**config.mk**
```make
export PLATFORM = sky130hd
export DESIGN_NAME = fetch_queue_flat
export DESIGN_NICKNAME = d
export VERILOG_FILES = /design/src/rtl/fetch_queue_pkg.sv /design/src/rtl/fetch_queue_if.sv /design/src/rtl/fetch_queue_mem.sv /design/src/rtl/fetch_queue.sv /design/src/flat_wrapper.sv
export SDC_FILE = /design/constraint.sdc
export NUM_CORES = 1
export LEC_CHECK = 0
export BUFFER_PORTS_ARGS = -buffer_cell sky130_fd_sc_hd__buf_2
export CAP_MARGIN = 15
export CORE_MARGIN = 3
export CORE_UTILIZATION = 50
export CTS_CLUSTER_SIZE = 8
export DETAILED_ROUTE_END_ITERATION = 6
export GPL_ROUTABILITY_DRIVEN = 0
export GPL_TIMING_DRIVEN = 0
export PLACE_DENSITY_LB_ADDON = 0.3
export REMOVE_ABC_BUFFERS = 1
export SKIP_CTS_REPAIR_TIMING = 1
export SYNTH_ARGS = -nofsm -noshare
export SYNTH_HDL_FRONTEND = slang
export SYNTH_SLANG_ARGS = --single-unit
export TNS_END_PERCENT = 20
```
**constraint.sdc**
```tcl
create_clock -name clk -period 2.8 [get_ports clk]
set_input_delay 0.28 -clock clk [delete_from_list [all_inputs] [get_ports clk]]
set_output_delay 0.28 -clock clk [all_outputs]
set_load 0.1 [all_outputs]
```
**src/rtl/fetch_queue_pkg.sv**
```systemverilog
// Shared types and constants for the fetch queue: the stored {PC, instruction}
// entry and the values presented when the queue is empty.
package fetch_pkg;

    localparam int FQ_ADDR_WIDTH = 32;
    localparam int FQ_DATA_WIDTH = 32;

    localparam logic [31:0] NOP_INSTR = 32'h0000_0013;   // addi x0, x0, 0
    localparam logic [31:0] RESET_PC  = 32'h0000_0000;

    typedef struct packed {
        logic [FQ_ADDR_WIDTH-1:0] pc;
        logic [FQ_DATA_WIDTH-1:0] instr;
    } fetch_entry_t;

endpackage

```
**src/rtl/fetch_queue_if.sv**
```systemverilog
// Handshake bundle between fetch (push side) and decode (pop side).
// The queue connects through the slave modport; the surrounding stages
// (or a testbench) drive through the master modport.
interface fetch_queue_if #(
    parameter int ADDR_WIDTH = 32,
    parameter int DATA_WIDTH = 32
) ();

    logic                  in_valid;
    logic                  in_ready;
    logic [ADDR_WIDTH-1:0] in_pc;
    logic [DATA_WIDTH-1:0] in_instr;
    logic                  out_valid;
    logic                  out_ready;
    logic [ADDR_WIDTH-1:0] out_pc;
    logic [DATA_WIDTH-1:0] out_instr;

    modport master (
        output in_valid, in_pc, in_instr, out_ready,
        input  in_ready, out_valid, out_pc, out_instr
    );

    modport slave (
        input  in_valid, in_pc, in_instr, out_ready,
        output in_ready, out_valid, out_pc, out_instr
    );

endinterface

```
**src/rtl/fetch_queue_mem.sv**
```systemverilog
// Entry storage for the fetch queue: synchronous write, combinational read.
// The array is intentionally not reset; occupancy is tracked by the top level.
module fetch_queue_mem
    import fetch_pkg::*;
#(
    parameter int DEPTH = 4,
    localparam int PTR_W = $clog2(DEPTH)
) (
    input  logic               clk,
    input  logic               we,
    input  logic [PTR_W-1:0]   waddr,
    input  fetch_entry_t       wdata,
    input  logic [PTR_W-1:0]   raddr,
    output fetch_entry_t       rdata
);

    fetch_entry_t mem_q [DEPTH];

    // Write port: store the pushed pair at the write pointer.
    always_ff @(posedge clk) begin
        if (we) begin
            mem_q[waddr] <= wdata;
        end
    end

    assign rdata = mem_q[raddr];

endmodule

```
**src/rtl/fetch_queue.sv**
```systemverilog
// Fetch-to-decode instruction buffer. Holds {PC, instruction} pairs in strict
// FIFO order, decouples the two stages with valid/ready, and drops everything
// on flush. in_ready depends only on occupancy and flush, never on out_ready.
module fetch_queue
    import fetch_pkg::*;
#(
    parameter int DEPTH      = 4,
    parameter int ADDR_WIDTH = FQ_ADDR_WIDTH,
    parameter int DATA_WIDTH = FQ_DATA_WIDTH,
    localparam int PTR_W     = $clog2(DEPTH),
    localparam int CNT_W     = $clog2(DEPTH) + 1
) (
    input  logic             clk,
    input  logic             rst,
    input  logic             flush,
    fetch_queue_if.slave     bus,
    output logic [CNT_W-1:0] count
);

    logic [PTR_W-1:0] rd_ptr_q, rd_ptr_d;
    logic [PTR_W-1:0] wr_ptr_q, wr_ptr_d;
    logic [CNT_W-1:0] count_q,  count_d;

    logic             in_ready_s;
    logic             out_valid_s;
    logic             push_s;
    logic             pop_s;
    fetch_entry_t     wdata_s;
    fetch_entry_t     rdata_s;
    logic [ADDR_WIDTH-1:0] out_pc_s;
    logic [DATA_WIDTH-1:0] out_instr_s;

    assign wdata_s = '{pc: bus.in_pc, instr: bus.in_instr};

    fetch_queue_mem #(.DEPTH(DEPTH)) u_mem (
        .clk   (clk),
        .we    (push_s),
        .waddr (wr_ptr_q),
        .wdata (wdata_s),
        .raddr (rd_ptr_q),
        .rdata (rdata_s)
    );

    // Handshake qualification: flush masks both sides for the cycle it is high.
    always_comb begin
        in_ready_s  = (count_q != CNT_W'(DEPTH)) && !flush;
        out_valid_s = (count_q != CNT_W'(0)) && !flush;
        push_s      = bus.in_valid && in_ready_s;
        pop_s       = out_valid_s && bus.out_ready;
    end

    // Next-state for pointers and occupancy; flush overrides everything.
    always_comb begin
        rd_ptr_d = rd_ptr_q;
        wr_ptr_d = wr_ptr_q;
        count_d  = count_q;
        if (flush) begin
            rd_ptr_d = PTR_W'(0);
            wr_ptr_d = PTR_W'(0);
            count_d  = CNT_W'(0);
        end else begin
            if (push_s) begin
                wr_ptr_d = wr_ptr_q + PTR_W'(1);
            end else begin
                wr_ptr_d = wr_ptr_q;
            end
            if (pop_s) begin
                rd_ptr_d = rd_ptr_q + PTR_W'(1);
            end else begin
                rd_ptr_d = rd_ptr_q;
            end
            case ({push_s, pop_s})
                2'b10:   count_d = count_q + CNT_W'(1);
                2'b01:   count_d = count_q - CNT_W'(1);
                default: count_d = count_q;
            endcase
        end
    end

    // Pointer and occupancy registers; reset clears the queue immediately.
    always_ff @(posedge clk or negedge rst) begin
        if (!rst) begin
            rd_ptr_q <= PTR_W'(0);
            wr_ptr_q <= PTR_W'(0);
            count_q  <= CNT_W'(0);
        end else begin
            rd_ptr_q <= rd_ptr_d;
            wr_ptr_q <= wr_ptr_d;
            count_q  <= count_d;
        end
    end

    // Head presentation: show the entry at rd_ptr, or PC 0 / NOP when empty.
    always_comb begin
        if (count_q != CNT_W'(0)) begin
            out_pc_s    = rdata_s.pc;
            out_instr_s = rdata_s.instr;
        end else begin
            out_pc_s    = ADDR_WIDTH'(RESET_PC);
            out_instr_s = DATA_WIDTH'(NOP_INSTR);
        end
    end

    assign bus.in_ready  = in_ready_s;
    assign bus.out_valid = out_valid_s;
    assign bus.out_pc    = out_pc_s;
    assign bus.out_instr = out_instr_s;
    assign count         = count_q;

endmodule

```
**src/flat_wrapper.sv**
```systemverilog
// flat-port wrapper written by rule: the top's interface ports become plain ports
module fetch_queue_flat import fetch_pkg::*;
#(
    parameter int DEPTH      = 4,
    parameter int ADDR_WIDTH = FQ_ADDR_WIDTH,
    parameter int DATA_WIDTH = FQ_DATA_WIDTH,
    localparam int PTR_W     = $clog2(DEPTH),
    localparam int CNT_W     = $clog2(DEPTH) + 1
)
  (clk, rst, flush, count, bus_in_valid, bus_in_pc, bus_in_instr, bus_out_ready, bus_in_ready, bus_out_valid, bus_out_pc, bus_out_instr);
  fetch_queue_if #(.ADDR_WIDTH(ADDR_WIDTH), .DATA_WIDTH(DATA_WIDTH)) bus_i ();
  input  logic clk;
  input  logic rst;
  input  logic flush;
  output logic [CNT_W-1:0] count;
  input wire logic [$bits(bus_i.in_valid)-1:0] bus_in_valid;
  input wire logic [$bits(bus_i.in_pc)-1:0] bus_in_pc;
  input wire logic [$bits(bus_i.in_instr)-1:0] bus_in_instr;
  input wire logic [$bits(bus_i.out_ready)-1:0] bus_out_ready;
  output wire logic [$bits(bus_i.in_ready)-1:0] bus_in_ready;
  output wire logic [$bits(bus_i.out_valid)-1:0] bus_out_valid;
  output wire logic [$bits(bus_i.out_pc)-1:0] bus_out_pc;
  output wire logic [$bits(bus_i.out_instr)-1:0] bus_out_instr;
  assign bus_i.in_valid = bus_in_valid;
  assign bus_i.in_pc = bus_in_pc;
  assign bus_i.in_instr = bus_in_instr;
  assign bus_i.out_ready = bus_out_ready;
  assign bus_in_ready = bus_i.in_ready;
  assign bus_out_valid = bus_i.out_valid;
  assign bus_out_pc = bus_i.out_pc;
  assign bus_out_instr = bus_i.out_instr;
  fetch_queue #(.DEPTH(DEPTH), .ADDR_WIDTH(ADDR_WIDTH), .DATA_WIDTH(DATA_WIDTH)) u_core (.clk(clk), .rst(rst), .flush(flush), .bus(bus_i), .count(count));
endmodule
```
==> impl_metrics.toml, run 1 <==
[synthesis]
synth_edf_count = 256
ys_ff_latch = 263
avgSynthCellArea_um2 = 22.2
ys_seq_area_share_pct = 77.5
synth_cell_types = 36
syn_inst = 457
syn_area_um2 = 10100
synth_warnings = 0
synth_flop_cell = "edfxtp_1"
synthArstFlopShare_pct = 2.66

[placed_design]
place_area_um2 = 11200
place_ws_ns = -0.311
io_buffers = 137
hpwl_um = 11300
dp_cells = 844

[critical_path]
arrival_ns = 3.19
r2r_cells = 8
path_delay_family = "simple AND/OR/NAND/NOR gates"
cp-start-kind = "register"
worstSetupPathDepth = 8
critPathKind = "reg -> reg"
required_ns = 3.21
rr_startpoint = "u_core.count[1]"
cp-startpoint = "u_core.count[1]"
path_cells = "or3_4 -> buf_12 -> nand2_4 -> nor3_1 -> fa_2 -> or4b_1 -> a21o_1 -> a31oi_1"
crit_fanout = 33
cp_num_buf_inv = 1
end_kind = "register"
cp_slowest_cell = "or3_4"
slowest_delay_ns = 0.57

[floorplan]
die_x_um = 148
rows = 51
die_area_um2 = 22000
core_area_um2 = 19700
io_pins = 138
die_h_um = 148
start_util_pct = 51.5

[timing]
slew_violations = 0
fin_ws_ns = 0.0196
report.final.setup_viol = 0
fin_crit_ns = 2.78
finalCritPeriodShare_pct = 99.3
slew_headroom_pct = 64.0
fmax_mhz = 360
worstMarginPinSlew_ns = 0.540
rsz0062_at_grt = "yes"
finalSetupTns_ns = 0
finalHoldViolCount = 2
hold_ws_ns = -0.000542
skew_ns = 0.0119

[global_routing]
grt_pass1_wl_um = 29600
grt_pass1_vias = 5391
grt_antenna_before_repair = 1
grt_overflow = 0
grtUsageTotal_pct = 17.5
grt_max_degree = 39

[layout]
fillerInstances = 1343
layout.cells.non_filler = 921
mostFrequentLayoutCells = "256 x edfxtp_1, 137 x buf_2, 64 x mux4_2, 61 x and2_1, 39 x clkbuf_16"
area_delta_synth_final_pct = 23.7
stdcell_area_um2 = 12500
num_antenna_cells = 0
layout_commonest_cell = "edfxtp_1"
drive_gt1_share_pct = 40.1
fin_nets = 723

[clocking]
clk_pin_slew_ns = 0.05
cts_buffers = 38
root_buffer = "clkbuf_16"
insertion_delay_ns = 0.49
tritoncts = "yes"
clockBufferDepth = 3
clock-sinks = 263
ctsHtreeMaxLevel = 2

[drt]
drt_pre_antenna_iters = 4
vias = 5076
wirelength_um = 19400
drt_iter0_drc = 198
drc = 0
wire_per_inst_um = 21.0
ant_nets = 0
viasPerCell = 5.51

[hold_path]
min-delay-start = "bus_in_pc[18]"
hold_depth = 1
hp-class = "in -> reg"

[run_status]
status = "complete, but fails checks"
failed_checks = "negative hold slack"

[flow_run]
drv_cap = 0
==> sequential cells by signal, summed over array words and instances, names as in the netlist <==
register,count
u_core.u_mem.mem_q,256
u_core.wr_ptr_q,2
u_core.rd_ptr_q,2
u_core.count,3
==> Yosys cell counts, drive strengths merged (2+ instances only) <==
library cell / instances / area, um2
a21oi: 2 / 13.8
and2: 65 / 407
buf: 13 / 82.6
clkbuf: 9 / 33.8
dfrtp: 7 / 175
edfxtp: 256 / 7690
ha: 4 / 50.1
inv: 2 / 7.51
mux2: 2 / 22.5
mux4: 64 / 1440
nand2: 3 / 18.8
nand2b: 2 / 12.5
nand3: 2 / 10.0
nor2: 6 / 22.5
nor3: 2 / 10.0
or2: 3 / 18.8
xor2: 3 / 33.8
==> final cells by class <==
| class | instances | area, um2 | area share [%] |
|---|---|---|---|
| Clock buffer | 46 | 1000 | 7.99 |
| Clock inverter | 1 | 8.76 | 0.0698 |
| Inverter | 2 | 7.51 | 0.0598 |
| Multi-Input combinational cell | 170 | 2180 | 17.4 |
| Sequential cell | 263 | 7870 | 62.7 |
| Tap cell | 265 | 332 | 2.64 |
| Timing Repair Buffer | 174 | 1150 | 9.15 |
==> final timing paths <==
kind | to | slack, ns
max reg2reg | u_core.count[2] | 0.02
min in group asynchronous | u_core.wr_ptr_q[0] | 0.14
max | u_core.count[2] | 0.02
min reg2reg | u_core.wr_ptr_q[0] | 0.62
max in group asynchronous | u_core.rd_ptr_q[1] | 2.48
min | u_core.u_mem.mem_q[0][50] | -0.0005
==> metrics by stage <==
stage	utilization, %	hold WS [ns]
3_3_place_gp	56.0	0.117
4_1_cts	62.0	-0.402
5_1_grt	63.6	0.0000944
6_report	63.6	-0.000542
2_1_floorplan	-	-0.0156
3_5_place_dp	56.9	0.122
==> metal layers <==
layer  share of wire [%]  track usage [%]  wire [um]  up-vias
met1                  41             22.4       7910     2665
met2                  51             29.2       9850      149
met4                 2.1             6.14        399        2
li1                    -                -          -     2223
met5               0.067                0         13        -
met3                 6.1             4.78       1180       37
==> cell families (layout without fill, tap and decap cells) <==
group	after synthesis	in the layout	share of synthesized area [%]
AO/OA/AOI/OAI	7	7	0.469
XOR/XNOR	3	3	0.333
adder cells (fa/ha/maj)	5	5	0.690
buffers and inverters	24	223	1.22
flip-flops	263	263	77.5
multiplexers	67	67	14.5
AND/OR/NAND/NOR	88	88	5.29
Power of run 1 is not shown: default switching activity piles up to over one toggle a cycle in this logic, so the estimate is an artifact.
==> run 2, diff against run 1 <==
--- a/config.mk
+++ b/config.mk
@@ -8,8 +8,8 @@
 export BUFFER_PORTS_ARGS = -buffer_cell sky130_fd_sc_hd__buf_2
 export CAP_MARGIN = 15
 export CORE_MARGIN = 3
-export CORE_UTILIZATION = 50
-export CTS_CLUSTER_SIZE = 8
+export CORE_UTILIZATION = 51
+export CTS_CLUSTER_SIZE = 12
 export DETAILED_ROUTE_END_ITERATION = 6
 export GPL_ROUTABILITY_DRIVEN = 0
 export GPL_TIMING_DRIVEN = 0
==> run 2 against run 1 <==
Compared with the run above: the flow now finishes without violations; critical path depth is 4 lower; register-to-register slack gained 0.09 ns; setup slack improved by 0.077 ns; count of clock-buffer cells in the layout shrank 8; design area grew 0.85%; worst hold slack better by 0.11 ns; sequential share of layout area shrank 0.54 points; first-iteration DRC count grew 71%; final cell count is 3.1% higher; maximum frequency rose by 2.9%; utilization rose by 2.5 points; highest routed layer is now met4.
==> impl_metrics.toml, run 2 (synthesized netlist as in run 1, its figures left out) <==
[layout]
drive_gt1_share_pct = 36.7
mostFrequentLayoutCells = "256 x edfxtp_1, 136 x buf_2, 65 x dlygate4sd3_1, 64 x mux4_2, 61 x and2_1"
largest_reg_flops = 256
num_antenna_cells = 0
stdcell_area_um2 = 12700
fillerInstances = 1293
regMostFlops = "u_core.u_mem.mem_q"
layout_commonest_cell = "edfxtp_1"
fin_nets = 749
seq_area_um2 = 7870
multiInputGateArea_um2 = 2180
layout.cells.non_filler = 950
area_delta_synth_final_pct = 24.7

[placed_design]
io_buffers = 137
place_ws_ns = -0.155
place_area_um2 = 11200
dp_cells = 839
hpwl_um = 11000

[critical_path]
cp_num_buf_inv = 2
crit_fanout = 33
worstSetupPathDepth = 4
cp_slowest_cell = "dfrtp_4"
slowest_delay_ns = 0.78
end_kind = "output port"
arrival_ns = 2.42
required_ns = 2.52
critPathKind = "reg -> out"
r2r_cells = 7
cp-start-kind = "register"
path_delay_family = "flip-flops"
path_cells = "buf_12 -> mux4_2 -> and2_1 -> buf_2"

[timing]
rsz0062_at_grt = "yes"
fin_crit_ns = 2.70
finalCritPeriodShare_pct = 96.5
finalHoldViolCount = 0
fmax_mhz = 370
worstMarginPinSlew_ns = 0.559
fin_ws_ns = 0.0970
slew_violations = 0
skew_ns = 0.0149
report.final.setup_viol = 0
slew_headroom_pct = 62.8
finalSetupTns_ns = 0

[drt]
wirelength_um = 19100
drt_iter0_drc = 339
ant_nets = 0
drc = 0
vias = 5128
wire_per_inst_um = 20.1
drt_pre_antenna_iters = 4
viasPerCell = 5.40

[hold_path]
hp-class = "in -> reg"
hold_depth = 2

[global_routing]
grt_max_degree = 36
grt_antenna_before_repair = 0
grt_pass1_vias = 5342
grt_overflow = 0
grt_pass1_wl_um = 29800
grtUsageTotal_pct = 17.6

[clocking]
root_buffer = "clkbuf_16"
cts_buffers = 27
tritoncts = "yes"
clockBufferDepth = 3
clock-sinks = 263
clk_pin_slew_ns = 0.06
insertion_delay_ns = 0.52
ctsHtreeMaxLevel = 1

[floorplan]
die_x_um = 147
die_area_um2 = 21600
start_util_pct = 53.0
core_area_um2 = 19100
die_h_um = 147
rows = 50
io_pins = 138

[flow_run]
drv_cap = 0

[run_status]
status = "complete, no violations"
run 2: cell types whose count changed in the layout (fill, tap and decap cells not counted), sizes merged:
cell         delta
buf             -1
clkbuf          -7
clkinv          +4
dlygate4sd3    +37
inv             +1
run 2: path summary, 6_finish.rpt:
kind / startpoint / endpoint / slack (ns)
min: flush / u_core.rd_ptr_q[0] / 0.11
max in group asynchronous: rst / u_core.rd_ptr_q[1] / 2.48
max: u_core.rd_ptr_q[1] / bus_out_instr[2] / 0.1
min in group asynchronous: rst / u_core.count[1] / 0.14
min reg2reg: u_core.wr_ptr_q[0] / u_core.wr_ptr_q[0] / 0.62
max reg2reg: u_core.count[0] / u_core.count[2] / 0.11
run 2: worst register-to-register path, cell delays in order, from the launching register on:
cell and delay, ns:
dfrtp_1 0.47, or3_4 0.57, nand2_4 0.16, nor3_1 0.07, fa_1 0.46, or4b_1 0.55
a21o_1 0.20, a31oi_1 0.12
run 2: metrics by stage:
step	utilization (%)	hold WS, ns
3_3_place_gp	57.7	0.116
6_report	66.1	0.107
4_1_cts	62.5	-0.422
5_1_grt	66.1	0.101
2_1_floorplan	-	-0.0156
3_5_place_dp	58.6	0.125
run 2: cell type report:
type	instances	area share, %
timing repair buffer	211	12.0
inverter	2	0.0593
multi-input combinational	170	17.2
clock buffer	38	5.74
clock inverter	6	0.277
tap	260	2.57
sequential	263	62.2
run 2: routing by layer:
metal / vias up / track usage (%) / share of wire [%]
met3: 26 / 4.57 / 5.4
met2: 158 / 30.0 / 51
li1: 2289 / - / -
met4: 0 / 4.05 / 2.0
met1: 2655 / 23.1 / 41
met5: - / 0 / 0
Power of run 2 is left out for the same reason.
==> run 3, diff against run 2 <==
--- a/config.mk
+++ b/config.mk
@@ -8,7 +8,7 @@
 export BUFFER_PORTS_ARGS = -buffer_cell sky130_fd_sc_hd__buf_2
 export CAP_MARGIN = 15
 export CORE_MARGIN = 3
-export CORE_UTILIZATION = 51
+export CORE_UTILIZATION = 57
 export CTS_CLUSTER_SIZE = 12
 export DETAILED_ROUTE_END_ITERATION = 6
 export GPL_ROUTABILITY_DRIVEN = 0
==> constraint.sdc (replaced) <==
create_clock -name clk -period 2.84 [get_ports clk]
set_input_delay 0.284 -clock clk [delete_from_list [all_inputs] [get_ports clk]]
set_output_delay 0.284 -clock clk [all_outputs]
set_load 0.1 [all_outputs]
==> run 3 against run 2 <==
Compared with the run above: first-iteration DRC count increased by 2.7%; via count about the same; design area hardly changed; sequential share of layout area hardly changed; global-route usage increased by 1.5 points; setup slack better by 0.031 ns; critical path type is now reg -> reg.
==> impl_metrics.toml, run 3 (synthesized netlist as in run 1, its figures left out) <==
[global_routing]
grt_overflow = 0
grt_max_degree = 43
grtUsageTotal_pct = 19.0
grt_pass1_vias = 5195
grt_antenna_before_repair = 0
grt_pass1_wl_um = 28900

[placed_design]
hpwl_um = 10800
dp_cells = 804
place_area_um2 = 11200
io_buffers = 137

[floorplan]
die_h_um = 139
rows = 48
die_x_um = 139
die_area_um2 = 19400
io_pins = 138
core_area_um2 = 17400
start_util_pct = 58.5

[layout]
seq_area_um2 = 7870
largest_reg_flops = 256
layout.cells.non_filler = 916
mostFrequentLayoutCells = "256 x edfxtp_1, 137 x buf_2, 65 x dlygate4sd3_1, 64 x mux4_2, 61 x and2_1"
final_core_util_pct = 72.9
fillerInstances = 1056
num_antenna_cells = 0
area_delta_synth_final_pct = 24.6
multiInputGateArea_um2 = 2180
stdcell_area_um2 = 12600
fin_nets = 749
regMostFlops = "u_core.u_mem.mem_q"
drive_gt1_share_pct = 36.8
layout_commonest_cell = "edfxtp_1"

[critical_path]
cp-start-kind = "register"
path_delay_family = "simple AND/OR/NAND/NOR gates"
crit_fanout = 22
slowest_delay_ns = 0.56
cp_slowest_cell = "or3_4"
cp_num_buf_inv = 0
r2r_cells = 7
path_cells = "or3_4 -> nand2_4 -> nor3_1 -> fa_1 -> or4b_1 -> a21o_1 -> a31oi_1"
worstSetupPathDepth = 7
arrival_ns = 3.15
required_ns = 3.28
end_kind = "register"
critPathKind = "reg -> reg"

[timing]
fmax_mhz = 369
report.final.setup_viol = 0
finalHoldViolCount = 0
finalCritPeriodShare_pct = 95.5
slew_headroom_pct = 64.5
worstMarginPinSlew_ns = 0.536
skew_ns = 0.00933
rsz0062_at_grt = "no"
finalSetupTns_ns = 0
slew_violations = 0
fin_crit_ns = 2.71

[drt]
vias = 5129
wire_per_inst_um = 21.0
wirelength_um = 19300
viasPerCell = 5.60
drt_pre_antenna_iters = 4
ant_nets = 0
drc = 0
drt_iter0_drc = 348

[clocking]
clk_pin_slew_ns = 0.06
root_buffer = "clkbuf_16"
clock-sinks = 263
clockBufferDepth = 3
insertion_delay_ns = 0.53
tritoncts = "yes"
cts_buffers = 27
ctsHtreeMaxLevel = 1

[hold_path]
hold_depth = 2
hp-class = "in -> reg"

[run_status]
status = "complete, no violations"

[flow_run]
drv_cap = 0
run 3: cell types whose count changed in the layout (fill, tap and decap cells not counted), sizes merged:
cell    change
buf         +1
clkinv      +1
inv         -1
run 3: path summary, 6_finish.rpt:
check,slack [ns],start,end
max in group asynchronous,2.54,rst,u_core.rd_ptr_q[1]
hold / removal,0.1,flush,u_core.rd_ptr_q[1]
setup / recovery,0.13,u_core.count[0],u_core.count[2]
min in group asynchronous,0.12,rst,u_core.count[1]
setup reg to reg,0.13,u_core.count[0],u_core.count[2]
hold reg to reg,0.60,u_core.wr_ptr_q[0],u_core.wr_ptr_q[0]
run 3: through the flow:
step	hold WS, ns	setup slack (ns)
2_1_floorplan	-0.0116	-1.28
5_1_grt	0.104	0.0266
4_1_cts	-0.430	-0.363
3_5_place_dp	0.132	-0.0705
3_3_place_gp	0.120	-2.31
6_report	0.0958	0.128
run 3: per-layer routing:
layer | routed length [um] | track usage [%] | share of wire [%]
met1 | 7890 | 25.8 | 41
met2 | 9790 | 32.1 | 51
met3 | 1100 | 4.60 | 5.7
met4 | 498 | 4.38 | 2.6
met5 | 0 | 0 | 0
run 3: cell type report:
cell class | count | area share, %
clock buffers | 39 | 5.78
flip-flops and latches | 263 | 62.2
repair buffers | 211 | 12.1
clock inverters | 6 | 0.376
well taps | 225 | 2.23
inverters | 2 | 0.0594
multi-input cells | 170 | 17.2
run 3: worst reg2reg max path: cells and delay by family (launching register included):
kind	cells	cell delay, ns
AND/OR/NAND/NOR	4	1.35
flip-flops	1	0.48
adder cells (fa/ha/maj)	1	0.45
AO/OA/AOI/OAI	2	0.35
Power of run 3 is left out for the same reason.
